==> src/rtl/divisor_seq_erro_pkg.sv <==
// ============================================================================
// Module  : divisor_seq_erro_pkg
// Brief   : Shared ALU opcode table and divider FSM state encodings.
// Revision: 1.0 - initial release
// ============================================================================
`default_nettype none

package divisor_seq_erro_pkg;

   localparam logic [2:0] OP_ADD = 3'b000;
   localparam logic [2:0] OP_SUB = 3'b001;
   localparam logic [2:0] OP_MUL = 3'b010;
   localparam logic [2:0] OP_DIV = 3'b011;
   localparam logic [2:0] OP_AND = 3'b100;
   localparam logic [2:0] OP_OR  = 3'b101;
   localparam logic [2:0] OP_XOR = 3'b110;
   localparam logic [2:0] OP_NOT = 3'b111;

   typedef enum logic [1:0] {
      ST_IDLE = 2'b00,
      ST_CALC = 2'b01,
      ST_DONE = 2'b10
   } state_t;

endpackage

`default_nettype wire

==> src/rtl/divisor_seq_erro_div_passo.sv <==
// ============================================================================
// Module  : div_passo
// Brief   : One combinational restoring-division step on magnitudes.
// Revision: 1.0 - initial release
// ============================================================================
`default_nettype none

module div_passo #(
   parameter int WIDTH = 8
) (
   input  logic [WIDTH:0]   rem_in,
   input  logic             q_bit_in,
   input  logic [WIDTH-1:0] divisor,
   output logic [WIDTH:0]   rem_out,
   output logic             q_bit
);

   logic [WIDTH+1:0] w_shift;
   logic [WIDTH:0]   w_diff;

   // The shifted remainder is below 2*divisor, so WIDTH+1 bits hold the difference.
   assign w_shift = {rem_in, q_bit_in};
   assign q_bit   = (w_shift >= {2'b00, divisor});
   assign w_diff  = w_shift[WIDTH:0] - {1'b0, divisor};
   assign rem_out = q_bit ? w_diff : w_shift[WIDTH:0];

endmodule

`default_nettype wire

==> src/rtl/divisor_seq_erro.sv <==
// ============================================================================
// Module  : divisor_seq_erro
// Brief   : Multi-cycle restoring divider with per-operation and sticky error flags.
// Revision: 1.0 - initial release
// ============================================================================
`default_nettype none

module divisor_seq_erro
   import divisor_seq_erro_pkg::*;
#(
   parameter int WIDTH  = 8,
   parameter bit SIGNED = 1'b0
) (
   input  logic             clk,
   input  logic             rst,
   input  logic             start,
   input  logic [2:0]       sel,
   input  logic [WIDTH-1:0] dividendo,
   input  logic [WIDTH-1:0] divisor,
   input  logic             clr_erro,
   output logic             busy,
   output logic             done,
   output logic [WIDTH-1:0] quociente,
   output logic [WIDTH-1:0] resto,
   output logic             erro,
   output logic             ovf,
   output logic             erro_sticky
);

   localparam int               c_cw       = $clog2(WIDTH + 1);
   localparam logic [WIDTH-1:0] c_min      = {1'b1, {(WIDTH-1){1'b0}}};
   localparam logic [c_cw-1:0]  c_cnt_init = c_cw'(WIDTH);
   localparam logic [c_cw-1:0]  c_cnt_last = c_cw'(1);

   state_t           r_state, w_next;
   logic [c_cw-1:0]  r_cnt;
   logic [WIDTH:0]   r_rem;
   logic [WIDTH-1:0] r_quo, r_dvs;
   logic             r_neg_q, r_neg_r;
   logic [WIDTH-1:0] r_quociente, r_resto;
   logic             r_erro, r_ovf, r_sticky;

   logic             w_accept, w_dz, w_ovf, w_sa, w_sb, w_last, w_qbit;
   logic [WIDTH-1:0] w_mag_a, w_mag_b, w_quo_nx;
   logic [WIDTH:0]   w_rem_nx;

   assign w_accept = (r_state == ST_IDLE) && start && (sel == OP_DIV);
   assign w_dz     = (divisor == '0);
   assign w_ovf    = SIGNED && (dividendo == c_min) && (divisor == '1);
   assign w_sa     = SIGNED && dividendo[WIDTH-1];
   assign w_sb     = SIGNED && divisor[WIDTH-1];
   // Magnitude of MIN is 2^(WIDTH-1), still representable unsigned.
   assign w_mag_a  = w_sa ? -dividendo : dividendo;
   assign w_mag_b  = w_sb ? -divisor : divisor;
   assign w_last   = (r_cnt == c_cnt_last);
   assign w_quo_nx = {r_quo[WIDTH-2:0], w_qbit};

   div_passo #(.WIDTH(WIDTH)) u_passo (
      .rem_in   (r_rem),
      .q_bit_in (r_quo[WIDTH-1]),
      .divisor  (r_dvs),
      .rem_out  (w_rem_nx),
      .q_bit    (w_qbit)
   );

   always_ff @(posedge clk or posedge rst) begin
      if (rst) r_state <= ST_IDLE;
      else     r_state <= w_next;
   end

   always_comb begin
      w_next = r_state;
      busy   = 1'b0;
      done   = 1'b0;
      case (r_state)
         ST_IDLE: if (w_accept) w_next = (w_dz || w_ovf) ? ST_DONE : ST_CALC;
         ST_CALC: begin
            busy = 1'b1;
            if (w_last) w_next = ST_DONE;
         end
         ST_DONE: begin
            busy   = 1'b1;
            done   = 1'b1;
            w_next = ST_IDLE;
         end
         default: w_next = ST_IDLE;
      endcase
   end

   // The last restoring step and the sign correction share the DONE-entry edge.
   always_ff @(posedge clk or posedge rst) begin
      if (rst) begin
         r_cnt       <= '0;
         r_rem       <= '0;
         r_quo       <= '0;
         r_dvs       <= '0;
         r_neg_q     <= 1'b0;
         r_neg_r     <= 1'b0;
         r_quociente <= '0;
         r_resto     <= '0;
         r_erro      <= 1'b0;
         r_ovf       <= 1'b0;
      end else if (w_accept) begin
         r_erro <= w_dz;
         r_ovf  <= w_ovf && !w_dz;
         if (w_dz) begin
            r_quociente <= '1;
            r_resto     <= dividendo;
         end else if (w_ovf) begin
            r_quociente <= c_min;
            r_resto     <= '0;
         end else begin
            r_rem   <= '0;
            r_quo   <= w_mag_a;
            r_dvs   <= w_mag_b;
            r_neg_q <= w_sa ^ w_sb;
            r_neg_r <= w_sa;
            r_cnt   <= c_cnt_init;
         end
      end else if (r_state == ST_CALC) begin
         r_rem <= w_rem_nx;
         r_quo <= w_quo_nx;
         r_cnt <= r_cnt - c_cnt_last;
         if (w_last) begin
            r_quociente <= r_neg_q ? -w_quo_nx : w_quo_nx;
            r_resto     <= r_neg_r ? -w_rem_nx[WIDTH-1:0] : w_rem_nx[WIDTH-1:0];
         end
      end
   end

   // A new error outranks a simultaneous clear.
   always_ff @(posedge clk or posedge rst) begin
      if (rst)                            r_sticky <= 1'b0;
      else if (w_accept && (w_dz || w_ovf)) r_sticky <= 1'b1;
      else if (clr_erro)                  r_sticky <= 1'b0;
   end

   assign quociente   = r_quociente;
   assign resto       = r_resto;
   assign erro        = r_erro;
   assign ovf         = r_ovf;
   assign erro_sticky = r_sticky;

endmodule

`default_nettype wire

==> config.mk <==
export PLATFORM = sky130hd
export DESIGN_NAME = divisor_seq_erro
export DESIGN_NICKNAME = d
export VERILOG_FILES = /design/src/rtl/divisor_seq_erro_pkg.sv /design/src/rtl/divisor_seq_erro_div_passo.sv /design/src/rtl/divisor_seq_erro.sv
export SDC_FILE = /design/constraint.sdc
export NUM_CORES = 1
export LEC_CHECK = 0
export ABC_AREA = 1
export CAP_MARGIN = 20
export CORE_MARGIN = 2
export CORE_UTILIZATION = 68
export DETAILED_ROUTE_END_ITERATION = 8
export DONT_BUFFER_PORTS = 1
export GPL_ROUTABILITY_DRIVEN = 0
export GPL_TIMING_DRIVEN = 0
export PLACE_DENSITY = 0.8
export SYNTH_ARGS = -nofsm -noshare
export SYNTH_HDL_FRONTEND = slang
export SYNTH_SLANG_ARGS = --single-unit
export TNS_END_PERCENT = 1
==> constraint.sdc <==
create_clock -name clk -period 2.9 [get_ports clk]
set_input_delay 0.58 -clock clk [delete_from_list [all_inputs] [get_ports clk]]
set_output_delay 0.58 -clock clk [all_outputs]
set_load 0.02 [all_outputs]
==> results.md, run 1 <==
- The initial core utilization is 71.42%.
- The sequential cells in the finished layout cover a total of 0.001226 mm^2.
- The count of port buffers added during placement is 0.
- Summed over all nets, wire length on met3 after detailed routing comes to 255 um.
- The Yosys warning count is 0.
- After detailed routing, the wire length on met1 is 2830 um.
- The clock net in this run drives a total of 49 sinks.
- STA classifies the critical path startpoint as a register.
- The first detailed-routing pass took 4 iterations.
- The most critical setup path has its startpoint at r_quo[7].
- The share of async-settable or async-resettable flops after synthesis is 100.0%.
- The static leakage is 1.708 nW.
- The kind of capture point of the worst setup path is a register.
- The number of cells produced by synthesis is 395.
- Buffers added to address setup during post-CTS repair amount to 0.
- The final-report setup violation count is 0.
- The wire length of the first global-routing pass is 9949 um.
- The row count is 23.
- In the final routed layout, each cell accounts on average for 12.86 um.
- In this run the power density over the cells is 1154 mW/mm^2.
- The number of clock buffers inserted by TritonCTS is 5.
- After detailed routing, the met2 layer carries 2674 um of wire.
- In this run the vertical extent of the chip is 69.28 um.
- TritonCTS built the clock tree.
- The min-delay analysis places its worst path in the category in2async.
- STA puts the critical path data arrival time at 2.44 ns.
- The critical path goes through inv_1 > ha_1 > inv_1 > fa_1 > nand2_1 > nand2_1 > nand3_1 > inv_2 > nor2_4 > nor2_4 > nand2_1 > nand3_1 > nand2_1 > inv_1.
- Gates resized during post-CTS repair numbered 0.
- In the routed layout, each cell is associated on average with a via count of 5.258.
- The timing-limited maximum frequency is 0.4479 GHz.
- Counting along the longest clock path gives a buffer depth of 2.
- At the worst endpoint, the required time is 3.11 ns.
- Of the available clock period, the critical path in the final layout requires 76.98%.
- The region available for standard cell placement spans 0.004058 mm^2.
- The detailed-route via count is 2387.
- The shortest period the worst path allows is 2.233 ns.
- The global routing usage summed across all routing layers is 25.82%.
- Of the total synthesized cell area, the portion taken by AND, OR, NAND and NOR gates is 31.39%.
- The class of the most critical setup path is reg2reg.
- The number of inserted filler cells in the final layout is 301.
- The sequential element share of the synthesized area is 42.31%.
- Ranked by total cell area, the synthesized netlist is headed by sky130_fd_sc_hd__dfrtp_1, sky130_fd_sc_hd__nand2_1, sky130_fd_sc_hd__inv_1.
- The top cell type by total area after synthesis is sky130_fd_sc_hd__dfrtp_1.
- Once detail routing completed, the nets flagged for antenna violations numbered 0.
- Across the VDD grid, the largest voltage drop is 0.5556 mV.
- Summing internal, switching and leakage power gives 3.573 mW.
- The number of global-route vias before repair is 2259.
- The synthesized design devotes to its leading area cell type 42.31% of total area.
- The slowest stage of the critical path is the sky130_fd_sc_hd__fa_1 cell.
- The cell area that synthesis handed to floorplanning was 0.002898 mm^2.
- The number of antenna violations at the first check in global routing is 0.
- The number of flops mapped to enable cells by yosys is 0.
- The wire-length estimate of the detail-placed layout is 4429 um.
- The insertion delay to the later sink of the worst-skew pair is 0.31 ns.
- The residual DRC count is 0.
- The mean area per synthesized cell is 7.336 um^2.
- The setup total negative slack is 0 ns.
- The clock tree skew after final layout is 0.01030 ns.
- The clock root buffer is sky130_fd_sc_hd__clkbuf_8.
- The cell with the most instances on the worst path is sky130_fd_sc_hd__nand2_1.
- The number of synthesized register bits is 49.
- For this block, the initial DRC count from the detailed router was 169.
- The multiplexer share of the synthesized area is 0%.
- The number of levels in the clock H-tree is 2.
- The number of max-capacitance violations reported is 0.
- The post-synthesis share of cell area spent on full adders, half adders and majority gates is 6.304%.
- The startpoint identified for the worst register-to-register timing path is r_quo[7].
- The cell type group with the largest total delay on the critical path is simple AND/OR/NAND/NOR gates.
- The clock-pin transition on the worst setup and hold timing paths is 0.09 ns.
- The number of cells in the design after placement is 446.
- Of the cells placed in the final design, the portion with a size suffix greater than 1 is 8.168%.
- The most used flip-flop cell after synthesis is sky130_fd_sc_hd__dfrtp_1.
- Yosys mapped the design onto 30 distinct sky130hd cell types.
- The hold violation total from the final report came to 0.
- The multi-input combinational cells in the finished layout cover a total of 0.001355 mm^2.
- The die outline area is 0.004800 mm^2.
- For this run, the slowest stage of the critical path takes 0.41 ns.
- During I/O placement, the number of pins put on the boundary was 44.
- The highest metal layer with signal wires is met4.
- The most common cell in the synthesized netlist is sky130_fd_sc_hd__nand2_1.
- The maximum fanout encountered on the critical timing path is 10.
- Entering global routing, the biggest net connects 42 pins.
- The flow ran to the end, and the final reports show no timing, DRC or antenna violations.
- Setup repair after global routing left no endpoint under its margin.
- The area fraction in compound gates after synthesis is 7.427%.
- Together, buffers and inverters on the worst path number 4.
- The parity-gate share of the synthesized area counting xor and xnor cells is 1.511%.
- Wires add up to 5837 um.
- Leaving out filler cells and counting taps, the final layout contains 454.
- The final number of max-transition violations was 0.
- For this design, the CTS-stage hold fixing added 0 buffers.
- The total inserted antenna cells is 0.
- Counting instances in the post-synthesis netlist gives the leading cell types as sky130_fd_sc_hd__nand2_1, sky130_fd_sc_hd__inv_1, sky130_fd_sc_hd__dfrtp_1.
- After synthesis, the largest family of logic cells by area is simple AND/OR/NAND/NOR gates.
- The number of nets in the finished design is 440.
- The horizontal die dimension is 69.28 um.
- The post-synth net total is 432.
- Global routing finished with a remaining overflow of 0.
- The area growth from synthesis to final layout is 6.865%.
==> metrics by stage <==
step	area [um^2]	utilization (%)	hold slack, ns	setup slack [ns]
after global placement	2960	72.96	0.4667	0.6605
after global routing	3097	76.32	0.08062	0.5103
after detailed placement	2980	73.45	0.3972	0.7242
final	3097	76.32	0.05439	0.6675
after floorplan	2898	-	0.4483	1.009
after CTS	3097	76.32	0.06784	0.6832
==> logic make-up (layout without fill, tap and decap cells) <==
| family | Yosys count | after routing |
|---|---|---|
| compound gates | 41 | 41 |
| other cells | 1 | 1 |
| fa+ha+maj | 14 | 14 |
| xor+xnor | 5 | 5 |
| buf+inv | 77 | 86 |
| flops | 49 | 49 |
| simple gates | 208 | 208 |
==> layout make-up <==
cell class / count / share of cell area, %
clock buffer: 7 / 2.788
tap: 50 / 2.020
clock inverter: 1 / 0.9697
buffer: 11 / 2.222
multi-input combinational: 269 / 43.76
sequential: 49 / 39.60
inverter: 66 / 8.000
timing repair buffer: 1 / 0.6465
==> power breakdown <==
group	total, mW	switching (mW)	internal (mW)
Combinational	1.77	1.12	0.650
Clock	0.514	0.232	0.282
Sequential	1.29	0.313	0.973
Total	3.57	1.67	1.90
==> layer usage <==
layer | GRT usage, % | vias up
met1 | 35.64 | 1086
met2 | 42.52 | 69
met4 | 7.190 | 0
met5 | 0 | -
li1 | - | 1225
met3 | 4.070 | 7
==> sequential cells by signal, indices dropped and copies added (netlist names) <==
| name | cells |
|---|---|
| erro | 1 |
| erro_sticky | 1 |
| quociente | 8 |
| r_cnt | 4 |
| r_dvs | 8 |
| r_quo | 8 |
| r_rem | 9 |
| r_state | 2 |
| resto | 8 |
==> final timing paths <==
path,to,slack (ns),depth (start not counted)
setup reg to reg,resto[1],0.67,14
max in group asynchronous,r_dvs[0],2.36,2
hold / removal,r_cnt[0],0.05,1
hold reg to reg,r_dvs[0],0.49,2
setup / recovery,resto[1],0.67,14
min in group clk,erro_sticky,0.35,1
==> cell usage in the layout, fill, tap and decap left out <==
cell | Yosys | routed
sky130_fd_sc_hd__nor3_1 | 1 | 1
sky130_fd_sc_hd__or2_0 | 8 | 8
sky130_fd_sc_hd__xor2_1 | 3 | 3
sky130_fd_sc_hd__or2_1 | 1 | 1
sky130_fd_sc_hd__conb_1 | 1 | 1
sky130_fd_sc_hd__a31o_2 | 1 | 1
sky130_fd_sc_hd__nand3_2 | 1 | 1
sky130_fd_sc_hd__a31oi_1 | 1 | 1
sky130_fd_sc_hd__nand4_1 | 3 | 3
sky130_fd_sc_hd__inv_1 | 61 | 60
sky130_fd_sc_hd__o22ai_1 | 2 | 2
sky130_fd_sc_hd__buf_2 | 7 | 7
sky130_fd_sc_hd__xnor2_1 | 2 | 2
sky130_fd_sc_hd__nand3_1 | 24 | 24
sky130_fd_sc_hd__inv_2 | 5 | 6
sky130_fd_sc_hd__bufinv_16 | 0 | 1
sky130_fd_sc_hd__buf_12 | 0 | 1
sky130_fd_sc_hd__dfrtp_1 | 49 | 49
sky130_fd_sc_hd__clkbuf_8 | 0 | 6
sky130_fd_sc_hd__o31ai_1 | 1 | 1
sky130_fd_sc_hd__buf_4 | 1 | 1
sky130_fd_sc_hd__fa_1 | 1 | 1
sky130_fd_sc_hd__a21oi_1 | 3 | 3
sky130_fd_sc_hd__nand2_4 | 1 | 1
sky130_fd_sc_hd__nor2_1 | 46 | 46
sky130_fd_sc_hd__clkbuf_1 | 1 | 2
sky130_fd_sc_hd__nor2_4 | 5 | 5
sky130_fd_sc_hd__o21ai_1 | 1 | 1
sky130_fd_sc_hd__nor2_8 | 1 | 1
sky130_fd_sc_hd__nand2_1 | 117 | 117
sky130_fd_sc_hd__buf_6 | 2 | 2
sky130_fd_sc_hd__ha_1 | 13 | 13
sky130_fd_sc_hd__o21ai_0 | 32 | 32
Power figures use the tool's default switching activity.
==> inputs of run 2 (changes only) <==
--- a/config.mk
+++ b/config.mk
@@ -8,12 +8,12 @@
 export ABC_AREA = 1
 export CAP_MARGIN = 20
 export CORE_MARGIN = 2
-export CORE_UTILIZATION = 68
+export CORE_UTILIZATION = 63
 export DETAILED_ROUTE_END_ITERATION = 8
 export DONT_BUFFER_PORTS = 1
 export GPL_ROUTABILITY_DRIVEN = 0
 export GPL_TIMING_DRIVEN = 0
-export PLACE_DENSITY = 0.8
+export PLACE_DENSITY = 0.75
 export SYNTH_ARGS = -nofsm -noshare
 export SYNTH_HDL_FRONTEND = slang
 export SYNTH_SLANG_ARGS = --single-unit
==> constraint.sdc (replaced) <==
create_clock -name clk -period 2.3 [get_ports clk]
set_input_delay 0.46 -clock clk [delete_from_list [all_inputs] [get_ports clk]]
set_output_delay 0.46 -clock clk [all_outputs]
set_load 0.02 [all_outputs]
==> run 2 against run 1 <==
  * Fmax rose by 8.7%
  * Wire length up 3.8%
  * Clock power up 25%
  * Combinational power grew 27%
  * Final area grew 0.36%
  * Sequential power rose by 26%
  * Global-route usage increased by 0.60 points
  * Flip-flop and latch count is the same
  * Non-clock buffer count is the same
  * Register-to-register slack lost 0.42 ns
  * Clock skew shrank 0.0030 ns
  * Final cell count is 0.66% higher
  * Critical path type unchanged
  * Largest power group unchanged
==> results.md, run 2 (synthesized netlist as in run 1, its figures left out) <==
- CTS placed an instance of sky130_fd_sc_hd__clkbuf_8 at the clock tree root.
- The final-report setup violation count was 0 (unchanged).
- The post-route total power is 4.525 mW (+27%).
- The arrival time of data at the critical path endpoint is 2.26 ns (-0.18 ns).
- The number of clock buffers inserted by TritonCTS is 5 (unchanged).
- The residual DRC count is 0 (unchanged).
- The worst voltage drop across the vdd grid is 0.6927 mV (+25%).
- The overall die height came to 71.82 um (+3.7%).
- The horizontal die dimension is 71.82 um (+3.7%).
- The final routed wire length divided by cell count is 13.26 um (+3.1%).
- The post-place setup slack is 0.1362 ns (-0.5880 ns).
- The core outline area came to 0.004384 mm^2 (+8.0%).
- The insertion delay to the later sink of the worst-skew pair was 0.30 ns (about the same).
- The maximum number of pins on one net before global-route repair is 31 (-26%).
- STA classifies the critical path startpoint as a register.
- The sum of net half-perimeters after detailed placement is 4582 um (+3.5%).
- The count of routing violations after the opening detailed-route iteration is 154 (-8.9%).
- The wire length of the first global-routing pass was 10650 um (+7.1%).
- The timing-limited maximum frequency is 0.4870 GHz (+8.7%).
- The post-layout worst setup margin is 0.2466 ns (-0.4209 ns).
- The required time at the endpoint of the critical path is 2.50 ns (-0.61 ns).
- The shortest period the worst path allows came to 2.053 ns (-0.1791 ns).
- The number of nets with antenna violations after detailed routing was 0 (unchanged).
- The number of nets in the finished design is 441 (+0.23%).
- The number of buffers added for setup after CTS was 0 (unchanged).
- The kind of capture point of the worst setup path is a register.
- The CTS sink count came to 49 (unchanged).
- The die outline area was 0.005158 mm^2 (+7.5%).
- The area growth from synthesis to final layout is 7.254%.
- The maximum fanout encountered on the critical timing path was 9 (-1).
- The area taken by flip-flops and latches was 0.001226 mm^2 (unchanged).
- The wire length after detailed routing was 6060 um (+3.8%).
- The number of global-route vias before repair is 2422 (+7.2%).
- The buffer depth of the longest clock path was 2 (unchanged).
- The number of inserted filler cells in the final layout is 380 (+26%).
- The number of detailed-routing iterations run before antenna repair was 4 (unchanged).
- The static leakage is 1.708 nW (about the same).
- The area occupied by multi-input gates is 0.001364 mm^2 (+0.65%).
- The remaining global-route overflow is 0 (unchanged).
- The library cells used most frequently in the layout, excluding fill and tap cells, are sky130_fd_sc_hd__nand2_1, sky130_fd_sc_hd__inv_1, sky130_fd_sc_hd__dfrtp_1, sky130_fd_sc_hd__nor2_1, sky130_fd_sc_hd__o21ai_0.
- The largest register by flop count is r_rem.
- The ratio of final minimum period to clock period is 89.28% (+12 points).
- The hold violation total from the final report is 0 (unchanged).
- The detailed-route via count is 2424 (+1.6%).
- The number of levels in the clock H-tree is 2 (unchanged).
- Setup repair after global routing left no endpoint under its margin.
- The fraction of layout cells with a size suffix above 1 is 8.642% (+0.47 points).
- The classification of the worst-slack hold path is in2async.
- The worst setup path is of the reg2reg kind.
- The most common cell after layout, fill and taps aside is sky130_fd_sc_hd__nand2_1.
- The setup total negative slack is 0 ns (unchanged).
- The CTS tree is done.
- The row count is 24 (+4.3%).
- The total inserted antenna cells is 0 (unchanged).
- The number of placed I/O pins was 44 (unchanged).
- The number of max-capacitance violations reported came to 0 (unchanged).
- The clock tree skew after final layout is 0.007337 ns (-0.002967 ns).
- The vias per cell is 5.304 (+0.88%).
- The flip-flop count of the largest register after layout is 9 (unchanged).
- The worst hold-check slack is 0.02897 ns (-0.02542 ns).
- The clock-pin transition on the worst setup and hold timing paths is 0.09 ns (about the same).
- The flow ran to the end, and the final reports show no timing, DRC or antenna violations.
- The final number of max-transition violations is 0 (unchanged).
- The power density relative to cell area is 1456 mW/mm^2 (+26%).
- The count of port buffers added during placement came to 0 (unchanged).
- The number of antenna violations at the first check in global routing is 0 (unchanged).
- The hold buffer count at CTS is 0 (unchanged).
- The initial core utilization is 66.10% (-5.3 points).
- The global routing usage summed across all routing layers is 26.42% (+0.60 points).
## run 2: through the flow
stage	utilization [%]	area, um^2	cells
final	70.89	3108	457
after global routing	70.89	3108	457
after CTS	70.69	3099	456
after detailed placement	68.04	2983	448
after global placement	67.58	2963	447
after floorplan	-	2898	395
## run 2: final timing paths
path,start,endpoint,slack [ns],cells past startpoint
max,r_quo[7],resto[3],0.25,14
min,rst,r_cnt[3],0.03,1
max reg2reg,r_quo[7],resto[3],0.25,14
min reg2reg,r_rem[8],r_rem[8],0.49,2
max in group asynchronous,rst,r_rem[5],1.76,2
min in group clk,clr_erro,erro_sticky,0.23,1
## run 2: power breakdown
group | internal, mW | total, mW | switching, mW
combinational | 0.836 | 2.25 | 1.42
sequential | 1.23 | 1.63 | 0.401
clock | 0.355 | 0.644 | 0.289
total | 2.42 | 4.52 | 2.11
## run 2: final cells by class
type,count,share of cell area (%)
flip-flops and latches,49,39.45
well taps,52,2.093
repair buffers,1,0.6441
inverters,66,7.971
multi-input cells,270,43.88
clock inverters,1,0.9662
plain buffers,11,2.214
clock buffers,7,2.778
## run 2: critical path, cell delays in order, from the launching register on
cell and delay [ns]:
sky130_fd_sc_hd__dfrtp_1 0.39, sky130_fd_sc_hd__inv_1 0.09, sky130_fd_sc_hd__ha_1 0.14, sky130_fd_sc_hd__inv_1 0.07
sky130_fd_sc_hd__fa_2 0.36, sky130_fd_sc_hd__nand2_1 0.08, sky130_fd_sc_hd__nand2_1 0.08, sky130_fd_sc_hd__nand3_1 0.13
sky130_fd_sc_hd__inv_2 0.07, sky130_fd_sc_hd__nor2_4 0.18, sky130_fd_sc_hd__nor2_4 0.08, sky130_fd_sc_hd__nand2_1 0.10
sky130_fd_sc_hd__nand3_1 0.08, sky130_fd_sc_hd__nand2_1 0.06, sky130_fd_sc_hd__inv_1 0.03
## run 2: repair_timing
item	4_1_cts	5_1_grt
endpoints found under the hold margin	0	0
gates resized for setup	0	1
endpoints found under the setup margin	0	17
## run 2: routing by layer
metal,part of all wire [%],vias up,GRT usage [%]
met3,5.9,7,6.610
li1,-,1222,-
met1,46,1118,35.05
met5,0,-,0
met2,47,77,44.44
met4,0.89,0,5.031
